**src/rtl/kgp_iter_addsub_pkg.sv**
```systemverilog
// rtl/kgp_iter_addsub_pkg.sv - shared types and constants for the folded KGP adder/subtractor
package kgp_iter_addsub_pkg;

    typedef enum logic [1:0] {
        ST_IDLE = 2'd0,
        ST_PFX  = 2'd1,
        ST_DONE = 2'd2
    } kgp_state_t;

    // Position 0 models the carry-in: it generates exactly when subtracting, never propagates.
    localparam logic KGP_POS0_P = 1'b0;

    function automatic logic kgp_pos0_g(input logic sub);
        return sub;
    endfunction

    function automatic int kgp_levels(input int width);
        int l;
        l = 0;
        for (int i = 0; i < 32; i++) begin
            if ((1 << l) < width) begin
                l = l + 1;
            end
        end
        return l;
    endfunction

    function automatic int kgp_lvl_w(input int levels);
        return (levels > 1) ? $clog2(levels) : 1;
    endfunction

endpackage

```
**src/rtl/kgp_iter_addsub_combine.sv**
```systemverilog
// rtl/kgp_iter_addsub_combine.sv - one Kogge-Stone prefix level over WIDTH+1 positions, distance 2^lvl
module kgp_combine_level
    import kgp_iter_addsub_pkg::*;
#(
    parameter int WIDTH  = 16,
    parameter int LEVELS = kgp_levels(WIDTH),
    parameter int LVL_W  = kgp_lvl_w(LEVELS)
) (
    input  logic [WIDTH:0]   i_g,
    input  logic [WIDTH:0]   i_p,
    input  logic [LVL_W-1:0] i_lvl,
    output logic [WIDTH:0]   o_g,
    output logic [WIDTH:0]   o_p
);

    localparam logic [WIDTH:0] ONE = {{WIDTH{1'b0}}, 1'b1};

    logic [LEVELS:0] w_dist;
    logic [WIDTH:0]  w_low_mask;

    assign w_dist     = {{LEVELS{1'b0}}, 1'b1} << i_lvl;
    assign w_low_mask = (ONE << w_dist) - ONE;

    // Shifting zeros into positions below the distance leaves those positions unchanged.
    assign o_g = i_g | (i_p & (i_g << w_dist));
    assign o_p = i_p & ((i_p << w_dist) | w_low_mask);

endmodule

```
**src/rtl/kgp_iter_addsub.sv**
```systemverilog
// rtl/kgp_iter_addsub.sv - folded multicycle KGP add/subtract, one prefix level per cycle
module kgp_iter_addsub
    import kgp_iter_addsub_pkg::*;
#(
    parameter int WIDTH  = 16,
    parameter int LEVELS = kgp_levels(WIDTH)
) (
    input  logic             clk,
    input  logic             rst_n,
    input  logic             in_valid,
    output logic             in_ready,
    input  logic [WIDTH-1:0] in_a,
    input  logic [WIDTH-1:0] in_b,
    input  logic             in_sub,
    output logic             out_valid,
    input  logic             out_ready,
    output logic [WIDTH-1:0] out_sum,
    output logic             out_cout,
    output logic             out_ovf,
    output logic             out_zero
);

    localparam int               LVL_W    = kgp_lvl_w(LEVELS);
    localparam logic [LVL_W-1:0] LVL_LAST = LVL_W'(LEVELS - 1);

    kgp_state_t       r_state;
    kgp_state_t       w_state_nxt;
    logic [WIDTH:0]   r_g;
    logic [WIDTH:0]   r_p;
    logic [WIDTH-1:0] r_p_raw;
    logic             r_a_msb;
    logic             r_b_msb;
    logic [LVL_W-1:0] r_lvl;
    logic [WIDTH-1:0] r_sum;
    logic             r_cout;
    logic             r_ovf;
    logic             r_zero;

    logic             w_accept;
    logic             w_last;
    logic [WIDTH-1:0] w_b_inv;
    logic [WIDTH:0]   w_enc_g;
    logic [WIDTH:0]   w_enc_p;
    logic [WIDTH:0]   w_g_comb;
    logic [WIDTH:0]   w_p_comb;
    logic [WIDTH-1:0] w_sum;
    logic             w_cout;
    logic             w_ovf;

    assign w_b_inv  = in_b ^ {WIDTH{in_sub}};
    assign w_enc_g  = {in_a & w_b_inv, kgp_pos0_g(in_sub)};
    assign w_enc_p  = {in_a ^ w_b_inv, KGP_POS0_P};
    assign w_accept = in_valid && (r_state == ST_IDLE);
    assign w_last   = (r_state == ST_PFX) && (r_lvl == LVL_LAST);

    kgp_combine_level #(
        .WIDTH  (WIDTH),
        .LEVELS (LEVELS),
        .LVL_W  (LVL_W)
    ) u_combine (
        .i_g   (r_g),
        .i_p   (r_p),
        .i_lvl (r_lvl),
        .o_g   (w_g_comb),
        .o_p   (w_p_comb)
    );

    // After the final level, G[i] is the carry into operand bit i.
    assign w_sum  = r_p_raw ^ w_g_comb[WIDTH-1:0];
    assign w_cout = (r_a_msb & r_b_msb) | (r_p_raw[WIDTH-1] & w_g_comb[WIDTH-1]);
    assign w_ovf  = w_g_comb[WIDTH-1] ^ w_cout;

    always_ff @(posedge clk or negedge rst_n) begin
        if (!rst_n) begin
            r_state <= ST_IDLE;
        end else begin
            r_state <= w_state_nxt;
        end
    end

    always_comb begin
        w_state_nxt = r_state;
        case (r_state)
            ST_IDLE: if (in_valid)  w_state_nxt = ST_PFX;
            ST_PFX:  if (w_last)    w_state_nxt = ST_DONE;
            ST_DONE: if (out_ready) w_state_nxt = ST_IDLE;
            default:                w_state_nxt = ST_IDLE;
        endcase
    end

    always_ff @(posedge clk or negedge rst_n) begin
        if (!rst_n) begin
            r_g     <= '0;
            r_p     <= '0;
            r_p_raw <= '0;
            r_a_msb <= 1'b0;
            r_b_msb <= 1'b0;
            r_lvl   <= '0;
            r_sum   <= '0;
            r_cout  <= 1'b0;
            r_ovf   <= 1'b0;
            r_zero  <= 1'b0;
        end else if (w_accept) begin
            r_g     <= w_enc_g;
            r_p     <= w_enc_p;
            r_p_raw <= in_a ^ w_b_inv;
            r_a_msb <= in_a[WIDTH-1];
            r_b_msb <= w_b_inv[WIDTH-1];
            r_lvl   <= '0;
        end else if (r_state == ST_PFX) begin
            r_g   <= w_g_comb;
            r_p   <= w_p_comb;
            r_lvl <= r_lvl + LVL_W'(1);
            if (w_last) begin
                r_sum  <= w_sum;
                r_cout <= w_cout;
                r_ovf  <= w_ovf;
                r_zero <= (w_sum == '0);
            end
        end
    end

    assign in_ready  = (r_state == ST_IDLE);
    assign out_valid = (r_state == ST_DONE);
    assign out_sum   = r_sum;
    assign out_cout  = r_cout;
    assign out_ovf   = r_ovf;
    assign out_zero  = r_zero;

endmodule

```
**config.mk**
```make
export PLATFORM = sky130hd
export DESIGN_NAME = kgp_iter_addsub
export DESIGN_NICKNAME = d
export VERILOG_FILES = /design/src/rtl/kgp_iter_addsub_pkg.sv /design/src/rtl/kgp_iter_addsub_combine.sv /design/src/rtl/kgp_iter_addsub.sv
export SDC_FILE = /design/constraint.sdc
export NUM_CORES = 1
export LEC_CHECK = 0
export ABC_AREA = 1
export BUFFER_PORTS_ARGS = -buffer_cell sky130_fd_sc_hd__buf_2
export CAP_MARGIN = 20
export CORE_MARGIN = 2
export CORE_UTILIZATION = 40
export CTS_CLUSTER_SIZE = 16
export DETAILED_ROUTE_END_ITERATION = 8
export PLACE_DENSITY = 0.68
export RECOVER_POWER = 100
export SLEW_MARGIN = 20
export SYNTH_ARGS = -nofsm -noshare
export SYNTH_HDL_FRONTEND = slang
export SYNTH_SLANG_ARGS = --single-unit
```
**constraint.sdc**
```tcl
create_clock -name clk -period 3.1 [get_ports clk]
set_clock_uncertainty 0.05 [all_clocks]
set_input_delay 0.465 -clock clk [delete_from_list [all_inputs] [get_ports clk]]
set_output_delay 0.465 -clock clk [all_outputs]
set_load 0.05 [all_outputs]
```
==> results.py, run 1 <==
metrics = {
    "yosys": {
        "synth_top_area_frac": 0.3575,
        "seq_area_frac_synth": 0.3575,
        "synth_flop_cell": "dfrtp_1",
        "synthTopCellsByArea": "dfrtp_1 36%, nand2_1 19%, nand3_1 8.8%, ha_1 5.9%, o21ai_0 4.9%",
        "yosysUniqueCellTypes": 39,
        "yosysTopAreaCell": "dfrtp_1",
        "syn-num-nets": 778,
        "synth_cells": 717,
        "yosysWarnings": 0,
        "syn_area_um2": 5110,
        "synth-edff-count": 0,
        "async_reset_ff_frac": 1.000,
        "avgSynthCellArea_um2": 7.127,
        "ys_ff_latch": 73,
    },
    "cells_and_area": {
        "fin_nets": 834,
        "regArea_um2": 1828,
        "fillCellCount": 1304,
        "multi_input_area_um2": 2799,
        "syn2layout_area_growth_pct": 14.20,
        "drive_above_1_share": 0.1234,
        "diodes": 0,
        "fin_util": 0.4643,
        "stdcell_area_um2": 5836,
    },
    "sta": {
        "fmax_mhz": 353.9,
        "finalCriticalPeriod_ns": 2.826,
        "tightest_slew_ns": 1.826,
        "final_hold_viol_count": 0,
        "finalSetupTns_ns": 0,
        "slew_violations": 74,
        "fin_crit_sh": 0.9115,
        "slew-limit-headroom": -0.2175,
        "finalSetupViolCount": 0,
        "rsz0062_at_grt": "no",
        "hold_slack_ns": 0.2545,
    },
    "hold_path": {
        "hold_start": "out_ready",
        "min_path_cells": 2,
        "min_to": "r_state[1]",
        "hp-class": "in2reg",
    },
    "placed_design": {
        "portBuffers": 57,
        "place_congestion": 1.032,
        "place_area_um2": 5545,
        "dp_hpwl_mm": 11.44,
    },
    "worst_setup_path": {
        "worst-setup-path-type": "reg2reg",
        "rrSetupSlack_ns": 0.27,
        "crit_required_ns": 3.33,
        "endpoint_kind": "register",
        "start_kind": "register",
        "r2r-end": "out_zero",
        "critPathMaxFanout": 14,
        "reg2regPathDepth": 19,
        "cp.arrival_ns": 3.05,
        "reg2reg_from": "r_lvl[1]",
    },
    "routing": {
        "via_count": 5056,
        "wirelength_mm": 15.25,
        "wl_per_cell_um": 16.05,
        "drc": 0,
        "drtIter0Drc": 484,
        "via_per_inst": 5.322,
        "dr.pass1.iters": 8,
        "postRouteAntennaNets": 0,
    },
    "grt": {
        "grt_pass1_vias": 4790,
        "grt_use_total": 0.2371,
        "grt_pass1_wl_mm": 24.80,
        "overflow": 0,
        "grt_max_degree": 74,
        "antenna_found_initial": 0,
    },
    "clock_tree": {
        "numCtsBuffers": 9,
        "path_clk_slew_ns": 0.06,
        "clkLatencyLatePin_ns": 0.34,
        "h-tree-depth": 3,
        "numClockSinks": 73,
        "cts_tree": "yes",
        "clk_path_buf_depth": 2,
        "postCtsHoldBufs": 0,
        "root_buffer": "clkbuf_16",
    },
    "run_status": {
        "violations": "capacitance limit, slew limit",
        "outcome": "complete, but fails checks",
    },
    "floorplanning": {
        "dieArea_um2": 13690,
        "fp.dieW_um": 117.0,
        "start_util": 0.4066,
        "die_y_um": 117.0,
        "rows": 41,
        "coreArea_um2": 12570,
        "ioPinCount": 58,
    },
    "power_and_ir_drop": {
        "total_power_mw": 7.358,
        "p_leak_nw": 2.933,
        "ir_drop_v": 0.0006518,
        "pwr_density_cell_nw_per_um2": 1261,
    },
    "job": {
        "max_cap_violations": 1,
    },
}
[kinds of logic (layout without fill, tap and decap cells)]
group                    Yosys count  in the layout  synth area share
AND/OR/NAND/NOR                  389            389            0.3247
AO/OA/AOI/OAI                    112            112            0.1298
buffers and inverters            100            161           0.09623
flip-flops                        73             73            0.3575
adder cells (fa/ha/maj)           24             24           0.05877
XOR/XNOR                          17             17           0.02914
multiplexers                       2              2          0.003918
[synthesized netlist by cell type, types with 4 or more instances]
| cell | count |
|---|---|
| nand2_1 | 255 |
| nand3_1 | 90 |
| dfrtp_1 | 73 |
| o211ai_1 | 22 |
| a31oi_1 | 4 |
| o21ai_1 | 11 |
| clkbuf_1 | 9 |
| buf_6 | 7 |
| buf_4 | 6 |
| o21ai_0 | 50 |
| ha_1 | 24 |
| buf_2 | 14 |
| xor2_1 | 15 |
| nand3_2 | 4 |
| a21oi_1 | 10 |
| nor2_1 | 25 |
| o22ai_1 | 5 |
| inv_1 | 58 |
[cell usage in the layout, fill, tap and decap left out, types with 4 or more instances in the layout]
master,synthesis,final
o21ai_1,11,7
buf_2,14,35
nand3_2,4,4
ha_1,24,22
clkbuf_1,9,22
buf_4,6,22
nand2_1,255,255
a21oi_1,10,10
o22ai_1,5,5
clkbuf_16,0,9
dfrtp_1,73,72
o211ai_1,22,22
inv_1,58,58
o21ai_0,50,54
xor2_1,15,15
nand3_1,90,90
nor2_1,25,26
a31oi_1,4,4
inv_6,1,4
[worst max-delay path by stage]
stage / startpoint / endpoint / slack [ns]
6_report: r_lvl[1] / out_zero / 0.27
5_1_grt: r_lvl[1] / out_zero / 0.04
4_1_cts: r_lvl[1] / out_zero / 0.18
3_5_place_dp: r_lvl[1] / out_zero / 0.22
3_3_place_gp: r_lvl[1] / out_zero / 0.29
2_1_floorplan: r_lvl[0] / out_zero / 0.56
[critical path, stage by stage (launching register included)]
cell      delay, ns
dfrtp_2        0.44
inv_1          0.19
ha_2           0.34
inv_4          0.12
buf_4          0.18
o21ai_0        0.16
nand2_1        0.07
nand3_1        0.07
o211ai_1       0.15
nand2_1        0.12
ha_1           0.23
inv_1          0.07
nand3_1        0.07
nor2_1         0.11
nand2_1        0.06
nor2_1         0.09
nand2_1        0.06
nor2_1         0.08
nand2_1        0.06
nand2_1        0.05
[cell type report]
type	count	share of cell area
clock buffers	10	0.04095
clock inverters	6	0.01244
inverters	63	0.04181
multi-input cells	544	0.4796
flip-flops and latches	73	0.3132
well taps	172	0.03688
repair buffers	82	0.07504
[state kept, by name (all words and copies together) (netlist names)]
register and flops:
r_p 16, r_g 16, out_cout 1, r_p_raw 16
out_sum 16, r_b_msb 1, r_state 2, out_zero 1
r_a_msb 1, r_lvl 2, out_ovf 1
[report_power, final]
group | internal, mW | leakage, nW | total, mW | switching [mW]
clock network | 0.659 | 0.156 | 1.11 | 0.448
logic | 1.37 | 1.86 | 4.55 | 3.18
registers | 1.38 | 0.919 | 1.71 | 0.325
total | 3.41 | 2.93 | 7.36 | 3.95
[layer usage]
layer / vias up / global-route usage / part of all wire
met1: 2353 / 0.3301 / 0.45
met2: 189 / 0.3653 / 0.45
li1: 2473 / - / -
met4: 0 / 0.1075 / 0.040
met5: - / 0 / 0
met3: 41 / 0.03656 / 0.062
[what timing repair did]
item                                    in CTS  in global routing
setup buffers                                0                  1
endpoints found under the setup margin       0                  1
resized for setup                            0                  4
[per-stage QoR]
| stage | setup WS, ns | std cells |
|---|---|---|
| after floorplan | 0.5589 | 717 |
| after global placement | 0.2894 | 933 |
| after detailed placement | 0.2239 | 933 |
| after CTS | 0.1819 | 949 |
| after global routing | 0.03567 | 950 |
| final | 0.2745 | 950 |
(Power assumes the default switching activity.)
==> run 2, diff against run 1 <==
Clock period 3.1 ns to 3.5 ns, I/O delays scaled along.
==> run 2 against run 1 <==
  * The run still ends with capacitance limit, slew limit left
  * Cell area fell by 1.5%
  * Via count fell by 2.5%
  * Register-to-register slack improved by 0.07 ns
  * Global-route usage fell by 0.47 points
  * Worst setup slack improved by 0.071 ns
  * Count of clock-buffer cells in the layout did not move
  * Flip-flop and latch count did not move
  * Cell count fell by 1.1%
  * Worst hold slack improved by 0.048 ns
  * Die area did not move
  * Clock power fell by 9.9%
  * Sequential share of layout area rose by 0.46 points
  * Critical path type unchanged
  * Largest cell class unchanged
==> results.py, run 2 (synthesis results as in run 1) <==
metrics = {
    "sta": {
        "finalSetupViolCount": 0,
        "tightest_slew_ns": 1.791,
        "finalSetupTns_ns": 0,
        "slew-limit-headroom": -0.1937,
        "slew_violations": 74,
        "hold_slack_ns": 0.3022,
        "rsz0062_at_grt": "no",
        "finalCriticalPeriod_ns": 3.155,
        "fin_crit_sh": 0.9013,
        "final_hold_viol_count": 0,
        "fmax_mhz": 317.0,
    },
    "clock_tree": {
        "h-tree-depth": 3,
        "numClockSinks": 73,
        "path_clk_slew_ns": 0.06,
        "postCtsHoldBufs": 0,
        "clk_path_buf_depth": 2,
        "numCtsBuffers": 9,
        "clkLatencyLatePin_ns": 0.34,
        "root_buffer": "clkbuf_16",
        "cts_setup_buffers": 0,
        "cts.repair.resized": 0,
        "cts_tree": "yes",
    },
    "routing": {
        "drtIter0Drc": 369,
        "via_per_inst": 5.246,
        "wl_per_cell_um": 16.04,
        "dr.pass1.iters": 6,
        "drc": 0,
        "wirelength_mm": 15.08,
        "postRouteAntennaNets": 0,
        "via_count": 4931,
    },
    "power_and_ir_drop": {
        "p_leak_nw": 2.888,
        "ir_drop_v": 0.0005227,
        "pwr_density_cell_nw_per_um2": 1118,
    },
    "worst_setup_path": {
        "critPathMaxFanout": 43,
        "cp_cell_sequence": "inv_1 > ha_1 > buf_12 > inv_6 > nand2_1 > nand3_1 > nand3_1 > nand2_1 > o211ai_1 > nand2_1 > ha_1 > inv_1 > nand3_1 > nor2_1 > nand2_1 > nor2_1 > nand2_1 > nor2_1 > nand2_1 > nand2_1",
        "r2r-end": "out_zero",
        "cp.depth": 20,
        "crit_path_max_incr_delay_ns": 0.45,
        "crit_end": "out_zero",
        "startpoint": "r_lvl[0]",
        "worst-setup-path-type": "reg2reg",
        "reg2reg_from": "r_lvl[0]",
        "reg2regPathDepth": 20,
        "worstPathBufferInverterCount": 4,
        "start_kind": "register",
        "critical-path-slowest-cell": "dfrtp_1",
        "endpoint_kind": "register",
        "cp_top_family": "simple AND/OR/NAND/NOR gates",
        "crit_required_ns": 3.73,
        "cp.arrival_ns": 3.38,
        "rrSetupSlack_ns": 0.35,
        "cpMostUsedCell": "nand2_1",
    },
    "floorplanning": {
        "start_util": 0.4066,
        "fp.dieW_um": 117.0,
        "die_y_um": 117.0,
        "ioPinCount": 58,
        "coreArea_um2": 12570,
        "dieArea_um2": 13690,
        "rows": 41,
    },
    "cells_and_area": {
        "regArea_um2": 1827,
        "layout.cells.most_common": "nand2_1",
        "drive_above_1_share": 0.1029,
        "fillCellCount": 1299,
        "stdcell_area_um2": 5747,
        "multi_input_area_um2": 2771,
        "syn2layout_area_growth_pct": 12.46,
        "mostFrequentLayoutCells": "255 x nand2_1, 90 x nand3_1, 73 x dfrtp_1",
        "diodes": 0,
        "fin_nets": 824,
    },
    "placed_design": {
        "place_area_um2": 5490,
        "dp_hpwl_mm": 11.31,
        "place_congestion": 0.9896,
        "portBuffers": 57,
    },
    "run_status": {
        "violations": "capacitance limit, slew limit",
        "outcome": "complete, but fails checks",
    },
    "grt": {
        "grt_max_degree": 74,
        "grt_pass1_wl_mm": 23.97,
        "antenna_found_initial": 0,
        "grt_pass1_vias": 4524,
        "overflow": 0,
        "grt_use_total": 0.2324,
    },
    "hold_path": {
        "hp-class": "in2reg",
    },
    "job": {
        "max_cap_violations": 1,
    },
}
==> run 2: cell count changes in the layout (fill, tap and decap cells not counted), moves of 2 or more <==
cell      change
o21ai_0       -2
ha_1          +2
inv_6         -2
buf_4        -13
clkbuf_2      +2
o21ai_1       +2
==> run 2: through the flow <==
stage | util | instances | setup WS [ns] | total power [mW]
6_report | 0.4572 | 940 | 0.3454 | 6.427
5_1_grt | 0.4572 | 940 | 0.09980 | 6.942
4_1_cts | 0.4622 | 940 | 0.3820 | 6.442
3_5_place_dp | 0.4368 | 924 | 0.4058 | 5.422
3_3_place_gp | 0.4368 | 924 | 0.4719 | 5.447
2_1_floorplan | - | 717 | 0.9589 | 4.444
==> run 2: layout make-up <==
class,instances,area share
clock buffer,10,0.03984
clock inverter,6,0.01568
inverter,63,0.04246
multi-input combinational,544,0.4823
sequential,73,0.3179
tap,172,0.03745
timing repair buffer,72,0.06445
==> run 2: worst reg2reg max path: cells and delay by family, from the launching register on <==
| family | cells | cell delay, ns |
|---|---|---|
| buffers and inverters | 4 | 0.56 |
| AOI/OAI and AO/OA | 1 | 0.34 |
| DFF | 1 | 0.45 |
| adders and majority gates | 2 | 0.50 |
| and+or+nand+nor | 13 | 1.17 |
==> run 2: how the worst min path moves through the flow <==
stage                     from          to  slack [ns]  cells past startpoint
global route         out_ready  r_state[1]        0.32                      2
CTS                  out_ready  r_state[1]        0.30                      2
finish               out_ready  r_state[1]        0.30                      2
detailed placement  out_sum[6]  out_sum[6]        0.41                      2
global placement    out_sum[3]  out_sum[3]        0.41                      2
floorplan                rst_n    out_cout        0.18                      0
==> run 2: report_power, final <==
group | switching, mW | total [mW] | internal, mW | leakage (nW)
clock network | 0.376 | 1.00 | 0.627 | 0.153
registers | 0.313 | 1.54 | 1.22 | 0.920
logic | 2.76 | 3.89 | 1.13 | 1.82
==> run 2: per-layer routing <==
metal,track usage,vias to the layer above,routed length [um]
met3,0.05819,39,1112
met5,0,-,0
met4,0.09725,0,560
li1,-,2446,-
met1,0.3218,2274,6697
met2,0.3472,172,6711
